--- src/rtl/vram_pkg.sv ---
// Shared widths and the read-owner tag used to route VRAM read data
// back to either the scan-out path or the CPU.
package vram_pkg;

    localparam int DEF_ADDR_W = 16;
    localparam int DEF_DATA_W = 16;

    typedef enum logic [1:0] {
        OWN_NONE = 2'd0,
        OWN_VID  = 2'd1,
        OWN_CPU  = 2'd2
    } owner_e;

endpackage

--- src/rtl/vram_fetch_sched.sv ---
// Video fetch scheduler: paces framebuffer reads across the active part of
// each line and walks the framebuffer address through the frame.
module vram_fetch_sched
    import vram_pkg::*;
#(
    parameter int                ADDR_W         = DEF_ADDR_W,
    parameter int                FETCH_INTERVAL = 8,
    parameter int                LINE_WORDS     = 40,
    parameter logic [ADDR_W-1:0] VID_BASE       = '0,
    parameter int                FRAME_WORDS    = 19200
)(
    input  logic              clk_i,
    input  logic              rst_i,
    input  logic              hbright_i,
    input  logic              vbright_i,
    output logic              vid_slot_o,
    output logic [ADDR_W-1:0] vid_addr_o
);

    localparam int PH_W = $clog2(FETCH_INTERVAL);
    localparam int LW_W = $clog2(LINE_WORDS + 1);
    localparam logic [PH_W-1:0]   PH_LAST  = PH_W'(FETCH_INTERVAL - 1);
    localparam logic [LW_W-1:0]   LW_MAX   = LW_W'(LINE_WORDS);
    localparam logic [ADDR_W-1:0] VID_LAST = VID_BASE + ADDR_W'(FRAME_WORDS - 1);

    logic              hb_q;
    logic [PH_W-1:0]   ph_q, ph_cur, ph_d;
    logic [LW_W-1:0]   lw_q, lw_cur, lw_d;
    logic [ADDR_W-1:0] addr_q, addr_d;
    logic              rise;
    logic              slot;

    // The line-start edge takes effect in the same cycle, so the first
    // slot of a line is decided on the hBright rising cycle itself.
    assign rise = hbright_i & ~hb_q;

    always_comb begin
        ph_cur = rise ? '0 : ph_q;
        lw_cur = rise ? '0 : lw_q;
        slot   = hbright_i & vbright_i & (ph_cur == '0) & (lw_cur < LW_MAX);
        ph_d   = (ph_cur == PH_LAST) ? '0 : ph_cur + 1'b1;
        lw_d   = slot ? lw_cur + 1'b1 : lw_cur;
        addr_d = addr_q;
        if (!vbright_i) begin
            addr_d = VID_BASE;
        end else if (slot) begin
            addr_d = (addr_q == VID_LAST) ? VID_BASE : addr_q + 1'b1;
        end
    end

    always_ff @(posedge clk_i) begin
        if (rst_i) begin
            hb_q   <= 1'b0;
            ph_q   <= '0;
            lw_q   <= '0;
            addr_q <= VID_BASE;
        end else begin
            hb_q   <= hbright_i;
            ph_q   <= ph_d;
            lw_q   <= lw_d;
            addr_q <= addr_d;
        end
    end

    assign vid_slot_o = slot;
    assign vid_addr_o = addr_q;

endmodule

--- src/rtl/vram_arbiter.sv ---
// Single-port VRAM arbiter: video fetch slots take priority, the CPU gets
// every other cycle; read data is steered back by a two-stage owner tag.
module vram_arbiter
    import vram_pkg::*;
#(
    parameter int                ADDR_W         = DEF_ADDR_W,
    parameter int                DATA_W         = DEF_DATA_W,
    parameter int                FETCH_INTERVAL = 8,
    parameter int                LINE_WORDS     = 40,
    parameter logic [ADDR_W-1:0] VID_BASE       = '0,
    parameter int                FRAME_WORDS    = 19200
)(
    input  logic              CLK,
    input  logic              CLR,
    input  logic              hBright,
    input  logic              vBright,
    input  logic              cpu_req,
    input  logic              cpu_we,
    input  logic [ADDR_W-1:0] cpu_addr,
    input  logic [DATA_W-1:0] cpu_wdata,
    output logic              cpu_ack,
    output logic [DATA_W-1:0] cpu_rdata,
    output logic              mem_en,
    output logic              mem_we,
    output logic [ADDR_W-1:0] mem_addr,
    output logic [DATA_W-1:0] mem_wdata,
    input  logic [DATA_W-1:0] mem_rdata,
    output logic              vid_valid,
    output logic [DATA_W-1:0] vid_data
);

    logic              vid_slot;
    logic [ADDR_W-1:0] vid_addr;
    logic              cpu_grant;
    logic              cpu_busy_q, cpu_busy_d;
    logic              wack_q;
    logic              mem_en_q, mem_we_q;
    logic [ADDR_W-1:0] mem_addr_q;
    logic [DATA_W-1:0] mem_wdata_q;
    logic [DATA_W-1:0] cpu_rdata_q, vid_data_q;
    owner_e            tag_p0_q, tag_p1_q, tag_d;

    vram_fetch_sched #(
        .ADDR_W        (ADDR_W),
        .FETCH_INTERVAL(FETCH_INTERVAL),
        .LINE_WORDS    (LINE_WORDS),
        .VID_BASE      (VID_BASE),
        .FRAME_WORDS   (FRAME_WORDS)
    ) u_sched (
        .clk_i     (CLK),
        .rst_i     (CLR),
        .hbright_i (hBright),
        .vbright_i (vBright),
        .vid_slot_o(vid_slot),
        .vid_addr_o(vid_addr)
    );

    assign cpu_grant = cpu_req & ~vid_slot & ~cpu_busy_q;

    always_comb begin
        tag_d = OWN_NONE;
        if (vid_slot) begin
            tag_d = OWN_VID;
        end else if (cpu_grant && !cpu_we) begin
            tag_d = OWN_CPU;
        end
        // Busy stays up through the ack cycle so a still-held request is not re-granted.
        cpu_busy_d = cpu_busy_q;
        if (cpu_grant) begin
            cpu_busy_d = 1'b1;
        end else if (cpu_ack) begin
            cpu_busy_d = 1'b0;
        end
    end

    // Issue stage: decision registered onto the VRAM port; tag enters p0.
    always_ff @(posedge CLK) begin
        if (CLR) begin
            mem_en_q    <= 1'b0;
            mem_we_q    <= 1'b0;
            mem_addr_q  <= '0;
            mem_wdata_q <= '0;
            wack_q      <= 1'b0;
            cpu_busy_q  <= 1'b0;
            tag_p0_q    <= OWN_NONE;
            tag_p1_q    <= OWN_NONE;
            cpu_rdata_q <= '0;
            vid_data_q  <= '0;
        end else begin
            mem_en_q   <= vid_slot | cpu_grant;
            mem_we_q   <= cpu_grant & cpu_we;
            wack_q     <= cpu_grant & cpu_we;
            cpu_busy_q <= cpu_busy_d;
            if (vid_slot) begin
                mem_addr_q <= vid_addr;
            end else if (cpu_grant) begin
                mem_addr_q <= cpu_addr;
            end
            if (cpu_grant && cpu_we) begin
                mem_wdata_q <= cpu_wdata;
            end
            // Return stage: tag p1 lines up with mem_rdata from the VRAM.
            tag_p0_q <= tag_d;
            tag_p1_q <= tag_p0_q;
            if (tag_p1_q == OWN_CPU) begin
                cpu_rdata_q <= mem_rdata;
            end
            if (tag_p1_q == OWN_VID) begin
                vid_data_q <= mem_rdata;
            end
        end
    end

    assign mem_en    = mem_en_q;
    assign mem_we    = mem_we_q;
    assign mem_addr  = mem_addr_q;
    assign mem_wdata = mem_wdata_q;
    assign cpu_ack   = wack_q | (tag_p1_q == OWN_CPU);
    assign cpu_rdata = (tag_p1_q == OWN_CPU) ? mem_rdata : cpu_rdata_q;
    assign vid_valid = (tag_p1_q == OWN_VID);
    assign vid_data  = (tag_p1_q == OWN_VID) ? mem_rdata : vid_data_q;

endmodule

--- config.mk ---
export PLATFORM = sky130hd
export DESIGN_NAME = vram_arbiter
export DESIGN_NICKNAME = d
export VERILOG_FILES = /design/src/rtl/vram_pkg.sv /design/src/rtl/vram_fetch_sched.sv /design/src/rtl/vram_arbiter.sv
export SDC_FILE = /design/constraint.sdc
export NUM_CORES = 1
export LEC_CHECK = 0
export ABC_AREA = 1
export CORE_MARGIN = 3
export CORE_UTILIZATION = 40
export DETAILED_ROUTE_END_ITERATION = 8
export PLACE_DENSITY = 0.74
export SLEW_MARGIN = 20
export SYNTH_ARGS = -nofsm -noshare
export SYNTH_HDL_FRONTEND = slang
export SYNTH_SLANG_ARGS = --single-unit
export TNS_END_PERCENT = 20
--- constraint.sdc ---
create_clock -name CLK -period 1.5 [get_ports CLK]
set_input_delay 0.15 -clock CLK [delete_from_list [all_inputs] [get_ports CLK]]
set_output_delay 0.15 -clock CLK [all_outputs]
set_load 0.03 [all_outputs]
# Yosys cells after proc, flatten, opt, wreduce, memory -nomap -nowiden
# Cells that the tools add are included.
[op_classes]
n_addsub = 3
magnitude_cmp = 1
n_eq_ne = 4
n_mux = 12
bitwise = 13
n_reduce_logical = 9
[ops]
columns = ["cell", "count"]
rows = [
  ["two-way mux 16 bit", 5],
  ["adder 16 x 1 -> 16 bit (second input constant)", 1],
  ["== test 16 x 15 -> 1 bit (second input constant)", 1],
  ["two-way mux 6 bit", 2],
  ["AND 1 bit", 7],
  ["adder 6 x 1 -> 6 bit (second input constant)", 1],
  ["< comparator 6 bit (second input constant)", 1],
  ["OR reduction 2 bit", 3],
  ["inverter 1 bit", 4],
  ["nonzero test 2 bit", 2],
  ["adder 3 x 1 -> 3 bit (second input constant)", 1],
  ["== test 3 bit (second input constant)", 1],
  ["logical NOT 3 bit", 1],
  ["two-way mux 1 bit", 3],
  ["two-way mux 3 bit", 1],
  ["== test 2 x 1 -> 1 bit (second input constant)", 1],
  ["== test 2 bit (second input constant)", 1],
  ["logical AND 1 bit", 2],
  ["two-way mux 2 bit", 1],
  ["OR 1 bit", 2],
  ["logical NOT 1 bit", 1],
]
[totals]
reg_bits = 97
input_bits = 54
out_inout_bits = 68
word_cells = 56

# Depth between registers and ports, before layout
[depth]
depth_word = 12
mapped_depth = 13
depth_no_buf = 12

# Cells and area by module
# From an unflattened synthesis, not the netlist that was laid out.
[hier_totals]
hier_cells = 746
hier_area_um2 = 4754.6
[by_module_without_submodules]
columns = ["module", "n_inst", "cells_each", "area_each_um2", "seq_area_each_um2"]
rows = [
  ["vram_arbiter", 1, 520, 3298.2, 1421.4],
  ["vram_fetch_sched", 1, 226, 1456.4, 520.5],
]

# Least setup slack after synthesis
# Ideal clock, no wire load.
[synth_timing]
path_kind = "register -> output"
from = "register tag_p1_q[0]"
to = "output vid_data[10]"
arrival_ns = 1.487
required_time_ns = 1.350
path_slack_ns = -0.137
stages_incl_launch_ff = 7
path_buffers = 1
cell_sequence = "dfxtp_1 inv_1 nor2_1 clkbuf_1 or2_2 o21ai_0 inv_1"
[synth_via]
elab_chain_cells = 2
[synth_rtl]
columns = ["element", "line", "source"]
rows = [
  ["start: declaration", "vram_arbiter.sv:41", "owner_e tag_p0_q, tag_p1_q, tag_d;"],
  ["start signal: assignment", "vram_arbiter.sv:104", "tag_p1_q <= tag_p0_q;"],
  ["== test 2 x 1 -> 1 bit", "--", ""],
  ["named net vid_valid", "vram_arbiter.sv:28", "output logic vid_valid,"],
  ["two-way mux 16 bit", "--", ""],
  ["end: declaration", "vram_arbiter.sv:29", "output logic [DATA_W-1:0] vid_data"],
]
# The timed path passes the listed nets, and every way through them passes these cells.

# Worst setup path in the final report
[layout_timing]
from = "register tag_p1_q[0]"
to = "output vid_data[14]"
[layout_via]
elab_chain_cells = 2
[layout_rtl]
columns = ["element", "line", "source"]
rows = [
  ["== test 2 x 1 -> 1 bit", "vram_arbiter.sv:121", "assign vid_data = (tag_p1_q == OWN_VID) ? mem_rdata : vid_data_q;"],
  ["two-way mux 16 bit", "--", ""],
]
# No other way between the ends.

==> out/qor.yml <==
hold_end: "tag_p1_q[0]"
hold_depth: 3
worst-path-max-fanout: 16
crit_chain: "inv_2 -> nor2_4 -> inv_4 -> o21ai_2 -> inv_1 -> buf_6"
crit_buf_inv: 4
cts_buffer_depth: 2
cap_violations: 0
vias: 4736
grt_pass1_wl_mm: 18.8
met2_length_mm: 7.15
clock.fmax_ghz: 0.599
leakage_nw: 3.52
crit_family: "buffers and inverters"
cts_tree: "yes"
vdd_ir_drop_max_uv: 556
wl_mm: 13.7
critical-path-slowest-cell: "dfxtp_2"
gp_congestion: 0.897
violations: "setup timing"
p_switching_mw: 1.60
dpl.hpwl_mm: 8.67
firstDrtPassIters: 4
fin_cells: 956
rows: 37
power_frac_seq_pct: 48.3
setup_violations: 88
die_x_um: 110
cts_buffers: 9
grt_pass1_vias: 4233
critical_path_arrival_ps: 1520
wl_met1_mm: 5.42
timing_hold_violations_final: 0
vias_per_cell: 4.95
synth_cell_types: 27
dp.cells: 915
worst_setup_path_end_kind: "output port"
slew_headroom_pct: 75.5
area_growth_syn_to_layout_pct: 59.1
io_pins: 122
yosysTopAreaCellShare_pct: 44.6
cts_hold_buffers: 0
fin_area_mm2: 0.00693
period_minus_slack_ps: 1670
setup_tns_ps: -7010
die_height_um: 110
postSynthCellCount: 636
regArea_mm2: 0.00195
drt-initial-drc-count: 268
p_sw_share_pct: 28.5
required_ps: 1350
rr_startpoint: "u_sched.hb_q"
synth-seq-area-share_pct: 44.6
clock_skew_ps: 7.67
netlist_area_mm2: 0.00435
power_frac_clock_pct: 29.3
ys_warn_count: 0
combPwrFrac_pct: 22.4
drive_gt1_share_pct: 30.0
worst_pin_slew_ps: 370
port_buffers: 121
grt.total_usage_pct: 19.3
syn-num-nets: 695
yosys.area.top_type: "dfxtp_1"
wl_met3_um: 735
final.fill_count: 873
hp-class: "primary input to register"
clk_pin_slew_ps: 90
ff2ff_setup_slack_ps: -120
cts_sinks: 97
coreArea_mm2: 0.0105
wire_per_inst_um: 14.3
total_power_mw: 5.61
cpPeakStageDelay_ps: 330
dieArea_mm2: 0.0122
p_int_mw: 4.01
synth_area_per_cell_um2: 6.85
rr_worst_depth: 12
ys_ff_latch: 97
placed_area_mm2: 0.00605
worst_slack_ps: -168
path_class: "register to output port"
maxSlewViolCount: 0
ant_nets: 0
outcome: "finished, violations left"
n_antenna_cell: 0
multiInputGateArea_mm2: 0.00235
initial_core_util_pct: 41.6
nNetsFinal: 874
grt_max_degree: 34
rsz0062_at_grt: "true"
post-route-period-util_pct: 111
powerDensity_mw_per_mm2: 810
htreeDepth: 3
critPathLaunchType: "register"
antenna_found_initial: 0
timing.rr.end: "mem_addr[0]"
top_layer: "met4"
insertion_delay_ps: 360
grt_remaining_overflow: 0
drc_errors: 0
yosys-top-cells-area: "dfxtp_1 (45%), nand2_1 (12%), inv_1 (8.5%)"
ctsRootBufferMaster: "clkbuf_8"
hp-start: "CLR"
==> flip-flops by register name (all words and copies together), names as in the netlist <==
register / flops
mem_we: 1
mem_addr: 16
mem_wdata: 16
mem_en: 1
cpu_busy_q: 1
u_sched.vid_addr_o: 16
cpu_rdata_q: 16
tag_p1_q: 2
u_sched.lw_q: 6
u_sched.ph_q: 3
u_sched.hb_q: 1
tag_p0_q: 2
vid_data_q: 16
==> cells in the final DEF (no fill, tap or decap), types with 2 or more instances in the layout <==
cell type,count
o21ai_2,31
nor3_1,2
inv_1,94
buf_4,73
nand2_1,119
a21oi_1,23
nand2_4,6
o21ai_1,2
dfxtp_2,3
dlygate4sd2_1,34
nor2_4,7
a21oi_2,2
nand4_1,20
nor2_2,4
nand3_4,2
nor2_1,79
clkdlybuf4s50_1,52
inv_2,4
clkbuf_1,2
nor3_2,3
clkbuf_16,4
nand3_2,20
clkinv_2,2
dfxtp_1,94
buf_6,24
nand2_2,16
or2_4,16
ha_1,4
clkbuf_8,9
buf_12,7
or2_2,3
nand3_1,45
==> Yosys cell counts <==
master and number:
a21oi_1 25, a21oi_2 1, a31oi_1 1, buf_1 5, buf_2 6, buf_4 3
buf_6 2, clkbuf_1 14, clkinv_1 1, dfxtp_1 97, ha_1 5, inv_1 99
nand2_1 139, nand2_2 1, nand3_1 66, nand3_2 1, nand4_1 20, nor2_1 85
nor2_2 2, nor2_4 2, nor3_1 5, nor3b_1 1, o21ai_0 32, o21ai_1 2
o21bai_1 1, o21bai_2 1, or2_2 19
==> power groups by stage <==
stage	Clock (mW)	Sequential, mW	Combinational [mW]
2_1_floorplan	0	2.86	0.460
3_3_place_gp	0	2.76	1.05
3_5_place_dp	0	2.76	1.07
4_1_cts	1.69	2.70	1.09
5_1_grt	1.79	2.72	1.34
6_report	1.65	2.71	1.25
==> how the worst max path moves through the flow <==
stage / start / end / cells past startpoint
after detailed placement: hBright / u_sched.vid_addr_o[3] / 10
after global placement: hBright / mem_addr[0] / 12
after CTS: tag_p1_q[0] / vid_data[10] / 7
final: tag_p1_q[0] / vid_data[14] / 6
after floorplan: u_sched.hb_q / u_sched.vid_addr_o[5] / 12
after global routing: tag_p1_q[0] / vid_data[14] / 6
==> tightest hold or removal path, delay by kind of cell <==
| family | cells | cell delay (ps) |
|---|---|---|
| buffers and inverters | 2 | 340 |
| and+or+nand+nor | 1 | 120 |
==> cell families after synthesis <==
logic type	Yosys count	share of synthesized area, %
flip-flops	97	44.6
AO/OA/AOI/OAI	63	7.56
buffers and inverters	130	12.0
adder cells (fa/ha/maj)	5	1.44
AND/OR/NAND/NOR	341	34.4
==> routing by layer <==
layer  GRT usage [%]  vias to the layer above
met1            22.0                     2209
met4            8.71                        0
met5               0                        -
met2            34.9                      148
met3            3.38                       33
li1                -                     2346
==> what timing repair did <==
action	4_1_cts	5_1_grt
cloned	0	9
buffers inserted	3	13
hold endpoints to repair	0	0
endpoints found under the setup margin	119	92
gates resized for setup	205	98
pin swaps	1	27
==> area by class of cell <==
cell class                      count  area share, %
Tap cell                          136           2.46
Multi-Input combinational cell    411           33.9
Inverter                          100           5.46
Clock inverter                      5          0.813
Timing Repair Buffer              196           27.4
Sequential cell                    97           28.1
Clock buffer                       11           1.90
==> metrics by stage <==
step                      hold slack (ps)  setup WS (ps)  util [%]
after global routing                  289           -219      66.2
after floorplan                       241          -17.6         -
after global placement                390           -447      57.8
after CTS                             269           -153      60.5
after detailed placement              395           -487      57.8
final                                 277           -168      66.2
Note: power is estimated with default switching activity, not from simulation.
